$ cat src/rtl/half_exp_seq.sv
// half_exp_seq: streams a WIDTH-element FP16 vector through a LANES-wide exp array
// and reassembles the results in order, trading area for BEATS issue cycles.
module half_exp_seq #(
  parameter int WIDTH = 10,
  parameter int LANES = 2
) (
  input  logic                    clk,
  input  logic                    rstn,
  input  logic                    in_valid,
  output logic                    in_ready,
  input  logic [WIDTH-1:0][15:0]  vector_a,
  output logic                    exp_valid,
  output logic [LANES-1:0][15:0]  exp_a,
  input  logic                    exp_out_valid,
  input  logic [LANES-1:0][15:0]  exp_c,
  output logic                    out_valid,
  input  logic                    out_ready,
  output logic [WIDTH-1:0][15:0]  vector_c,
  output logic                    err
);
  localparam int BEATS = (WIDTH + LANES - 1) / LANES;
  localparam int CW = $clog2(BEATS + 1);
  localparam logic [1:0] IDLE = 2'd0, ISSUE = 2'd1, WAIT = 2'd2, DONE = 2'd3;
  logic [1:0]             state_q, state_d;
  logic [CW-1:0]          issue_cnt_q, issue_cnt_d, ret_cnt_q, ret_cnt_d;
  logic [WIDTH-1:0][15:0] in_buf_q, in_buf_d, out_buf_q, out_buf_d, vector_c_q, vector_c_d;
  logic                   err_q, err_d, ret_ok, last_ret;
  assign in_ready  = state_q == IDLE;
  assign exp_valid = state_q == ISSUE;
  assign out_valid = state_q == DONE;
  assign vector_c  = vector_c_q;
  assign err       = err_q;
  always_comb begin
    ret_ok      = exp_out_valid && (state_q == ISSUE || state_q == WAIT) && ret_cnt_q < CW'(BEATS);
    last_ret    = ret_cnt_q + CW'(ret_ok) == CW'(BEATS);
    ret_cnt_d   = state_q == DONE && out_ready ? '0 : ret_cnt_q + CW'(ret_ok);
    err_d       = err_q | (exp_out_valid & ~ret_ok);
    issue_cnt_d = state_q == ISSUE ? issue_cnt_q + CW'(1) : '0;
    in_buf_d    = in_ready && in_valid ? vector_a : in_buf_q;
    out_buf_d   = out_buf_q;
    exp_a       = '0;
    // lanes past WIDTH keep their zero default on issue and are dropped on return
    for (int w = 0; w < WIDTH; w++) begin
      if (ret_ok && ret_cnt_q == CW'(w / LANES)) out_buf_d[w] = exp_c[w % LANES];
      if (state_q == ISSUE && issue_cnt_q == CW'(w / LANES)) exp_a[w % LANES] = in_buf_q[w];
    end
    state_d = state_q == IDLE  ? (in_valid ? ISSUE : IDLE)
            : state_q == ISSUE ? (issue_cnt_q == CW'(BEATS - 1) ? (last_ret ? DONE : WAIT) : ISSUE)
            : state_q == WAIT  ? (last_ret ? DONE : WAIT)
            : (out_ready ? IDLE : DONE);
    vector_c_d = state_d == DONE && state_q != DONE ? out_buf_d : vector_c_q;
  end
  always_ff @(posedge clk or negedge rstn) begin
    if (!rstn) begin
      state_q     <= IDLE;
      issue_cnt_q <= '0;
      ret_cnt_q   <= '0;
      in_buf_q    <= '0;
      out_buf_q   <= '0;
      vector_c_q  <= '0;
      err_q       <= 1'b0;
    end else begin
      state_q     <= state_d;
      issue_cnt_q <= issue_cnt_d;
      ret_cnt_q   <= ret_cnt_d;
      in_buf_q    <= in_buf_d;
      out_buf_q   <= out_buf_d;
      vector_c_q  <= vector_c_d;
      err_q       <= err_d;
    end
  end
endmodule

$ cat config.mk
export PLATFORM = sky130hd
export DESIGN_NAME = half_exp_seq
export DESIGN_NICKNAME = d
export VERILOG_FILES = /design/src/rtl/half_exp_seq.sv
export SDC_FILE = /design/constraint.sdc
export NUM_CORES = 1
export LEC_CHECK = 0
export ABC_AREA = 1
export CAP_MARGIN = 20
export CORE_MARGIN = 5
export CORE_UTILIZATION = 50
export CTS_CLUSTER_SIZE = 8
export DETAILED_ROUTE_END_ITERATION = 8
export GPL_TIMING_DRIVEN = 1
export PLACE_DENSITY = 0.76
export SYNTH_ARGS = -nofsm -noshare
export SYNTH_HDL_FRONTEND = slang
export SYNTH_SLANG_ARGS = --single-unit
$ cat constraint.sdc
create_clock -name clk -period 5.7 [get_ports clk]
set_input_delay 1.14 -clock clk [delete_from_list [all_inputs] [get_ports clk]]
set_output_delay 1.14 -clock clk [all_outputs]
set_load 0.005 [all_outputs]
# Word-level counts from Yosys, hierarchy flattened
# Cells that the tools add are included.
[word_totals] regBits=489 input_bits=197 output_inout_bits=196 word_cells=102
[classes] n_addsub=2 n_lt_le_gt_ge=1 n_eq_ne=14 n_mux=29 bitwise=3 reduce_logical=19
[op_table] cell="$mux W16" n=20
[op_table] cell="$logic_and A1 B1 Y1" n=15
[op_table] cell="$eq A3 B2 Y1 const B" n=4
[op_table] cell="$mux W2" n=5
[op_table] cell="$eq A3 B3 Y1 const B" n=3
[op_table] cell="$eq A2 B2 Y1 const B" n=3
[op_table] cell="$eq A3 B1 Y1 const B" n=2
[op_table] cell="$logic_not A3 Y1" n=2
[op_table] cell="$mux W3" n=2
[op_table] cell="$add A3 B1 Y3" n=1
[op_table] cell="$add A3 B1 Y3 const B" n=1
[op_table] cell="$lt A3 B3 Y1 const B" n=1
[op_table] cell="$eq A2 B1 Y1 const B" n=1
[op_table] cell="$logic_not A2 Y1" n=1
[op_table] cell="$mux W1" n=2
[op_table] cell="$ne A2 B2 Y1 const B" n=1
[op_table] cell="$and A1 B1 Y1" n=1
[op_table] cell="$logic_or A1 B1 Y1" n=1
[op_table] cell="$not A1 Y1" n=1
[op_table] cell="$or A1 B1 Y1" n=1

# Longest topological paths before layout
# Gate-level depths: netlist of the first run.
[depth] word_depth=12 depth_mapped=19 depth_no_buf=15

# Least setup slack after synthesis of the first run
# Ideal clock, no wire load.
[synth_timing] path_type="reg-to-output" start="register issue_cnt_q[0]" end="output exp_a[0] in the netlist's numbering" arrival_time_ps=1616 path_slack_ps=2944 stages_incl_launch_ff=9 path_cell_list="dfrtp_1 -> ha_1 -> clkbuf_1 -> nor2_1 -> clkbuf_1 -> nand3_1 -> nand3_1 -> nand3_1 -> a21oi_1"
[synth_lines] element="start, declared" line="25" rtl="logic [CW-1:0] issue_cnt_q, issue_cnt_d, ret_cnt_q, ret_cnt_d;"
[synth_lines] element="start signal, assigned" line="64" rtl="issue_cnt_q <= issue_cnt_d;"
[synth_lines] element="end, declared" line="13" rtl="output logic [LANES-1:0][15:0] exp_a,"

==> results.cfg, run 1 <==
[cells_and_area]
syn_to_final_growth_pct = 28.6
seqCellArea_um2 = 12200
final_cell_mix = nand2_1 (653), dfrtp_1 (489), clkdlybuf4s50_1 (391)
final_common_cell = nand2_1
fill_cells = 3193
drive_gt1_share_pct = 12.8
multi_input_area_um2 = 7500
final_nets = 2674

[global_route]
grtUsageMet3_pct = 8.91
grt_max_degree = 116
busiest_layer = met2
grt_use_met2_pct = 42.6
gr-total-overflow = 0
grt_usage_pct = 27.1
grt_pass1_wl_um = 98500
antenna_found_initial = 12
use_met1_pct = 33.2
first_global_vias = 17100

[timing]
fmax_ghz = 0.221
slew_violations = 0
finalSetupViolCount = 0
tns_ns = 0
finalWorstSetupSlack_ns = 1.17
holdWs_ns = 0.465
clock_skew_ns = 0.0149
max_slew.worst_pin.slew_ns = 1.09
min_period_ns = 4.53
hold_viol = 0
slew_headroom_pct = 27.3
rsz0062_at_grt = false
post-route-period-util_pct = 79.5

[critical_path]
cp.required_ns = 4.56
path_class = flop to output port
crit_path_cell_trace = inv_1, ha_1, nand3_2, buf_4, nand2_1, inv_1, a21oi_1, clkdlybuf4s50_1
r2r_slack_ns = 1.70
path_delay_family = buffers and inverters
cpMostUsedCell = inv_1
crit_cells = 8
r2r_end = vector_c[138]
endpoint = exp_a[7]
timing.critical_path.buf_inv = 4
critical_path_arrival_ns = 3.39
rr_worst_depth = 12
regToRegStartpoint = state_q[1]
crit_path_start_kind = flop
crit_fanout = 39
cpMaxStageDelayCell = clkdlybuf4s50_1
cp-end-kind = output port
critPathMaxStageDelay_ns = 0.57
crit_path_start = state_q[1]

[synth]
synth-adder-area-share_pct = 0.659
synthSimpleGateAreaFrac_pct = 24.0
synth_mux_area_share_pct = 8.63
synth_compound_area_share_pct = 2.50
syn-num-nets = 2332
synth_area_leaders = dfrtp_1 (59%), nand2_1 (12%), mux2_2 (8.6%)
synth_top_family_by_area = simple AND/OR/NAND/NOR gates
synthArstFlopShare_pct = 100
yosysSeqAreaShare_pct = 58.6
postSynthCellCount = 2124
synth_xor_area_share_pct = 0
syn_area_per_cell_um2 = 9.83
synth_area_um2 = 20900
ys_ff_latch = 489
synth_edf_count = 0
synthDistinctLibCells = 31
synth_flop_cell = dfrtp_1
synth_top_area_cell = dfrtp_1
yosys_warnings = 0
synth_top_area_share_pct = 58.6

[clock_network]
cts_max_path_buffers = 3
clk_latency_ns = 0.58
postCtsSetupRepairBufs = 0
clkTransAtPathRegs_ns = 0.05
cts_root_buffer = clkbuf_16
cts_resized = 0
holdBufCountCts = 0
clock-sinks = 489
cts_tree = built
cts_made_buffers = 71
ctsHtreeMaxLevel = 3

[worst_hold_path]
hold_path.class = flop to flop

[power]
p_leak_nw = 13.0
ir_drop_uv = 353
power_density_nw_per_um2 = 572

[run_status]
outcome = finished clean

[drt]
drt-wirelength-per-cell_um = 21.0
drc = 0
drt_iter0_markers = 1675
routed-via-count = 16900
wirelength_um = 63300
viasPerCell = 5.59
first_pass_iters = 6
antenna_left = 0

[floorplan]
die_w_um = 214
initial_utilization_pct = 50.8
row_count = 74
die_area_um2 = 46000
core_region_area_um2 = 41100
fp.dieH_um = 214
ios = 393

[placed_design]
place.gp.congestion = 0.873
post-place-ws_ns = 1.25
io_buffer_count = 392
hpwlAfterDp_um = 42100

[run]
max-cap-violations = 0
## flip-flops by register name (all words and copies together), names as in the netlist
signal and cells:
err 1, in_buf_q 160, issue_cnt_q 3, out_buf_q 160
ret_cnt_q 3, state_q 2, vector_c 160
## routing by layer
| layer | vias up | part of all wire, % |
|---|---|---|
| met5 | - | 0.021 |
| met4 | 2 | 5.8 |
| met3 | 183 | 9.2 |
| met2 | 788 | 47 |
| met1 | 8198 | 38 |
| li1 | 7688 | - |
## how the worst min path moves through the flow
stage / from / end / slack, ns / cells after the start
5_1_grt: out_buf_q[112] / out_buf_q[112] / 0.48 / 2
4_1_cts: out_buf_q[109] / out_buf_q[109] / 0.47 / 2
2_1_floorplan: out_buf_q[100] / out_buf_q[100] / 0.44 / 2
3_3_place_gp: out_buf_q[124] / out_buf_q[124] / 0.45 / 2
6_report: out_buf_q[109] / out_buf_q[109] / 0.47 / 2
3_5_place_dp: out_buf_q[109] / out_buf_q[109] / 0.46 / 2
## power breakdown
part	internal (mW)	switching [mW]
clock network	2.21	1.46
logic	2.55	3.35
registers	5.01	0.778
## worst reg2reg max path, stage by stage (launching register included)
cell	delay, ns
dfrtp_1	0.40
inv_1	0.09
ha_1	0.30
nand3_2	0.53
buf_4	0.49
nand2_1	0.11
nand2_1	0.05
nand2_1	0.09
nand2_4	0.25
nand2_4	0.83
buf_4	0.57
nand2_1	0.14
nand2_1	0.08
## Yosys cell counts, types with 5 or more instances
| cell | count |
|---|---|
| or2_2 | 24 |
| nand4_1 | 98 |
| nand3_1 | 289 |
| dfrtp_1 | 489 |
| clkbuf_1 | 39 |
| ha_1 | 11 |
| or2_0 | 7 |
| buf_4 | 30 |
| nand2_1 | 655 |
| buf_6 | 14 |
| o21ai_1 | 56 |
| inv_2 | 5 |
| nor2_1 | 41 |
| inv_1 | 78 |
| buf_2 | 58 |
| o21ai_0 | 8 |
| buf_1 | 11 |
| mux2_2 | 160 |
| a21oi_1 | 34 |
## metrics by stage
stage	area [µm²]	std cells	power (mW)	util, %
finish	26900	3016	15.4	65.3
global route	26900	3015	16.3	65.3
CTS	26800	3004	15.4	65.2
detailed placement	24900	2924	11.7	60.6
global placement	24900	2922	11.4	60.5
floorplan	20900	2124	9.32	-
## cell type report
cell class                 instances  area share (%)
antenna                           11           0.102
clock buffer                      72            6.63
clock inverter                     8           0.359
inverter                          83            1.16
multi-input combinational       1399            27.9
sequential                       489            45.6
tap                              532            2.48
timing repair buffer             422            15.8
## logic make-up after synthesis
| kind of cell | Yosys count |
|---|---|
| flip-flops | 489 |
| AND/OR/NAND/NOR | 1127 |
| multiplexers | 160 |
| AO/OA/AOI/OAI | 101 |
| adder cells (fa/ha/maj) | 11 |
| buffers and inverters | 236 |
(Power assumes the default switching activity.)
==> run 2: changes to the inputs <==
CORE_UTILIZATION = 47   (was 50)
PLACE_DENSITY = 0.75   (was 0.76)
clock period = 3.7 ns   (was 5.7 ns; I/O delays follow)
==> results.cfg, run 2 (synthesized netlist as in run 1, its figures left out) <==
[run_status]
outcome = finished clean

[floorplan]
die_area_um2 = 48700
fp.dieH_um = 221
die_w_um = 221
initial_utilization_pct = 47.3
ios = 393
row_count = 77
core_region_area_um2 = 44100

[clock_network]
cts_root_buffer = clkbuf_16
clkTransAtPathRegs_ns = 0.05
cts_made_buffers = 71
clk_latency_ns = 0.59
cts_tree = built
ctsHtreeMaxLevel = 3
clock-sinks = 489
cts_max_path_buffers = 3

[drt]
wirelength_um = 64400
drt-wirelength-per-cell_um = 20.9
drt_iter0_markers = 1811
routed-via-count = 17200
viasPerCell = 5.58
first_pass_iters = 7
drc = 0
antenna_left = 0

[placed_design]
post-place-ws_ns = 0.440
io_buffer_count = 392
place.gp.congestion = 0.891
hpwlAfterDp_um = 41400

[critical_path]
crit_path_cell_trace = inv_2, ha_4, inv_2, nor2_4, bufbuf_16, nand3_1, nand3_1, nand3_1, a21oi_1, clkdlybuf4s50_1
crit_path_start_kind = flop
critPathMaxStageDelay_ns = 0.55
cpMaxStageDelayCell = clkdlybuf4s50_1
path_class = flop to output port
cp.required_ns = 2.96
critical_path_arrival_ns = 2.84
cp-end-kind = output port
crit_fanout = 16
path_delay_family = buffers and inverters
cpMostUsedCell = nand3_1
timing.critical_path.buf_inv = 4

[timing]
min_period_ns = 3.58
finalWorstSetupSlack_ns = 0.122
slew_violations = 0
fmax_ghz = 0.279
post-route-period-util_pct = 96.7
hold_viol = 0
clock_skew_ns = 0.0266
slew_headroom_pct = 27.5
holdWs_ns = 0.140
max_slew.worst_pin.slew_ns = 1.09
finalSetupViolCount = 0

[power]
switching_share_pct = 36.4
seq_power_share_pct = 36.9
intPower_mw = 15.4
power_density_nw_per_um2 = 886
p_sw_mw = 8.77
p_leak_nw = 13.1
pwr-share-clk_pct = 23.5
ir_drop_uv = 624
comb_power_share_pct = 39.6

[global_route]
grt_max_degree = 161
first_global_vias = 17400
grt_pass1_wl_um = 98600
antenna_found_initial = 12
gr-total-overflow = 0
grt_usage_pct = 26.0

[cells_and_area]
final_cell_mix = nand2_1 (653), dfrtp_1 (489), clkdlybuf4s50_1 (391)
final_common_cell = nand2_1
final_nets = 2683
syn_to_final_growth_pct = 30.3
drive_gt1_share_pct = 13.4

[run]
max-cap-violations = 0

[worst_hold_path]
hold_path.class = input pin to asynchronous set/reset pin
-- run 2: cell count changes in the layout (fill, tap and decap cells not counted), sizes merged --
| cell | change |
|---|---|
| bufbuf | +1 |
| diode | -2 |
| buf | +8 |
| inv | -1 |
-- run 2: per-layer routing --
| metal | share of wire, % | global-route usage (%) | vias to the layer above |
|---|---|---|---|
| li1 | - | - | 7716 |
| met1 | 39 | 34.4 | 8458 |
| met2 | 47 | 39.8 | 839 |
| met3 | 9.1 | 6.73 | 180 |
| met4 | 5.0 | 13.9 | 4 |
| met5 | 0.036 | 0 | - |
-- run 2: timing repair --
item / CTS / global route
setup buffers: 1 / 3
resized for setup: 6 / 10
pin swaps: 2 / 2
endpoints found under the setup margin: 17 / 32
cloned: 2 / 1
hold buffers: 0 / 0
-- run 2: area by class of cell --
type                       count  area [µm²]
clock buffer                  72        1780
clock inverter                 7         101
multi-input combinational   1399        7530
sequential                   489       12200
antenna                        9        22.5
timing repair buffer         431        4490
fill                        3654       16900
tap                          592         741
inverter                      83         312
-- run 2: path summary, 6_finish.rpt --
| kind | endpoint | start | depth (start not counted) | slack (ns) |
|---|---|---|---|---|
| max | exp_a[0] | state_q[1] | 10 | 0.12 |
| min | in_buf_q[101] | rstn | 1 | 0.14 |
| max reg2reg | vector_c[115] | ret_cnt_q[1] | 7 | 0.84 |
| min reg2reg | vector_c[138] | vector_c[138] | 2 | 0.47 |
| max in group asynchronous | in_buf_q[118] | rstn | 2 | 2.54 |
| min in group clk | vector_c[138] | vector_c[138] | 2 | 0.47 |
-- run 2: through the flow --
step | instance area, µm² | TNS [ns] | power (mW) | cells | util, %
6_report | 27200 | 0 | 24.1 | 3082 | 61.7
5_1_grt | 27200 | -0.0294 | 25.6 | 3081 | 61.7
4_1_cts | 27100 | 0 | 24.1 | 3069 | 61.4
3_5_place_dp | 25100 | 0 | 18.1 | 2987 | 57.0
3_3_place_gp | 25100 | 0 | 17.7 | 2985 | 56.9
2_1_floorplan | 20900 | 0 | 14.4 | 2124 | -
-- run 2: worst reg2reg max path, cell delays in order, from the launching register on --
cell	delay, ns
dfrtp_1	0.51
o21ai_4	0.20
buf_4	0.84
nand3_4	0.68
nand2_1	0.23
nand2_1	0.10
nand3_1	0.10
nand2_1	0.08
-- run 2: power groups by stage --
stage / registers, mW / logic, mW / clock network [mW]
2_1_floorplan: 8.61 / 5.76 / 0
3_3_place_gp: 8.84 / 8.88 / 0
3_5_place_dp: 8.92 / 9.18 / 0
4_1_cts: 8.88 / 9.43 / 5.78
5_1_grt: 9.12 / 10.5 / 5.99
6_report: 8.90 / 9.56 / 5.67
==> run 3: changes to the inputs <==
--- a/config.mk
+++ b/config.mk
@@ -8,4 +8,5 @@
 export ABC_AREA = 1
 export CAP_MARGIN = 20
+export CORE_ASPECT_RATIO = 0.9
 export CORE_MARGIN = 5
 export CORE_UTILIZATION = 47
==> constraint.sdc (replaced) <==
create_clock -name clk -period 3.1 [get_ports clk]
set_input_delay 0.31 -clock clk [delete_from_list [all_inputs] [get_ports clk]]
set_output_delay 0.31 -clock clk [all_outputs]
set_load 0.005 [all_outputs]
==> results.cfg, run 3 (synthesized netlist as in run 1, its figures left out) <==
[run_status]
outcome = finished clean

[critical_path]
cp-end-kind = output port
r2r_end = vector_c[113]
regToRegStartpoint = ret_cnt_q[1]
cp.required_ns = 2.79
r2r_slack_ns = 0.20
crit_fanout = 10
critical_path_arrival_ns = 2.68
rr_worst_depth = 7
path_class = flop to output port
crit_path_start_kind = flop

[clock_network]
cts_made_buffers = 71
clock-sinks = 489
cts_tree = built
cts_root_buffer = clkbuf_16
ctsHtreeMaxLevel = 3
clkTransAtPathRegs_ns = 0.05
cts_max_path_buffers = 3
clk_latency_ns = 0.59

[timing]
rsz0062_at_grt = true
slew_violations = 0
hold_viol = 0
post-route-period-util_pct = 96.5
fmax_ghz = 0.334
finalSetupViolCount = 0
tns_ns = 0
slew_headroom_pct = 26.1
min_period_ns = 2.99
clock_skew_ns = 0.0146
max_slew.worst_pin.slew_ns = 1.11

[floorplan]
fp.dieH_um = 210
core_region_area_um2 = 44000
die_area_um2 = 48700
ios = 393
row_count = 73
die_w_um = 232
initial_utilization_pct = 47.4

[placed_design]
placed_area_um2 = 25200
io_buffer_count = 392
place.gp.congestion = 0.876
hpwlAfterDp_um = 42000

[drt]
routed-via-count = 17200
first_pass_iters = 7
wirelength_um = 65900
drt-wirelength-per-cell_um = 21.2
drc = 0
antenna_left = 0
drt_iter0_markers = 1502
viasPerCell = 5.52

[worst_hold_path]
hold_path.class = input pin to asynchronous set/reset pin

[power]
switching_share_pct = 36.5
ir_drop_uv = 1000
p_sw_mw = 10.6
seq_power_share_pct = 36.5
pwr-share-clk_pct = 23.2
intPower_mw = 18.5
p_leak_nw = 13.5
power_density_nw_per_um2 = 1060
comb_power_share_pct = 40.3

[cells_and_area]
final_cell_mix = nand2_1 (653), dfrtp_1 (489), clkdlybuf4s50_1 (362)
syn_to_final_growth_pct = 31.7
drive_gt1_share_pct = 14.6
fill_cells = 3568
fin_area_um2 = 27500
final_common_cell = nand2_1
final_nets = 2703

[global_route]
first_global_vias = 17500
grt_usage_pct = 26.3
grt_max_degree = 161
gr-total-overflow = 0
grt_pass1_wl_um = 100000
antenna_found_initial = 9

[run]
max-cap-violations = 0
[run 3: critical path, stage by stage (launching register included)]
cell and delay [ns]:
dfrtp_1 0.39, inv_1 0.09, ha_2 0.18, inv_2 0.06, nor2_4 0.14, buf_12 0.15, nand2_8 0.06, buf_6 0.15
or2_2 0.28, nand3_2 0.09, a21oi_2 0.06, clkdlybuf4s50_1 0.44
[run 3: final cells by class]
cell class | instances | area (µm²) | share of cell area [%]
sequential | 489 | 12200 | 44.5
tap | 600 | 751 | 2.73
timing repair buffer | 451 | 4690 | 17.1
clock buffer | 74 | 1830 | 6.66
inverter | 83 | 312 | 1.13
clock inverter | 4 | 50.0 | 0.182
multi-input combinational | 1399 | 7600 | 27.7
antenna | 9 | 22.5 | 0.0819
[run 3: layer usage]
layer,track usage (%),vias to the layer above,routed length (µm)
met3,7.97,185,5370
met2,40.1,756,30600
met1,34.7,8452,26900
met5,0,-,28
met4,12.3,4,3040
li1,-,7764,-
[run 3: per-stage QoR]
step | setup slack [ns] | cells | util (%) | total power [mW] | hold WS (ns)
3_3_place_gp | 0.448 | 3002 | 57.2 | 21.3 | 0.310
3_5_place_dp | 0.361 | 3002 | 57.2 | 21.7 | 0.313
5_1_grt | -0.0187 | 3105 | 62.4 | 30.8 | 0.323
6_report | 0.108 | 3109 | 62.5 | 29.1 | 0.298
2_1_floorplan | 0.515 | 2124 | - | 17.1 | 0.0144
4_1_cts | -0.00698 | 3088 | 61.9 | 28.8 | 0.295
[run 3: timing repair]
action                                  CTS  global route
hold endpoints to repair                 54             0
resized for setup                        36            29
gates cloned                              2             3
endpoints found under the setup margin   30            17
pin swaps                                 0             8
hold buffers                              1             0
setup buffers                             5             9
[run 3: power groups by stage]
stage / Sequential (mW) / Combinational [mW] / Clock, mW
6_report: 10.6 / 11.7 / 6.76
5_1_grt: 10.9 / 12.7 / 7.16
4_1_cts: 10.6 / 11.4 / 6.89
3_5_place_dp: 10.6 / 11.0 / 0
3_3_place_gp: 10.5 / 10.7 / 0
2_1_floorplan: 10.3 / 6.87 / 0
[run 3: worst max-delay path by stage]
stage	startpoint	end	slack [ns]	depth (start not counted)
2_1_floorplan	ret_cnt_q[1]	vector_c[117]	0.51	17
3_3_place_gp	ret_cnt_q[1]	vector_c[117]	0.45	7
3_5_place_dp	ret_cnt_q[1]	vector_c[115]	0.36	7
4_1_cts	state_q[1]	exp_a[16]	-0.007	11
5_1_grt	issue_cnt_q[1]	exp_a[12]	-0.02	8
6_report	state_q[1]	exp_a[16]	0.11	11
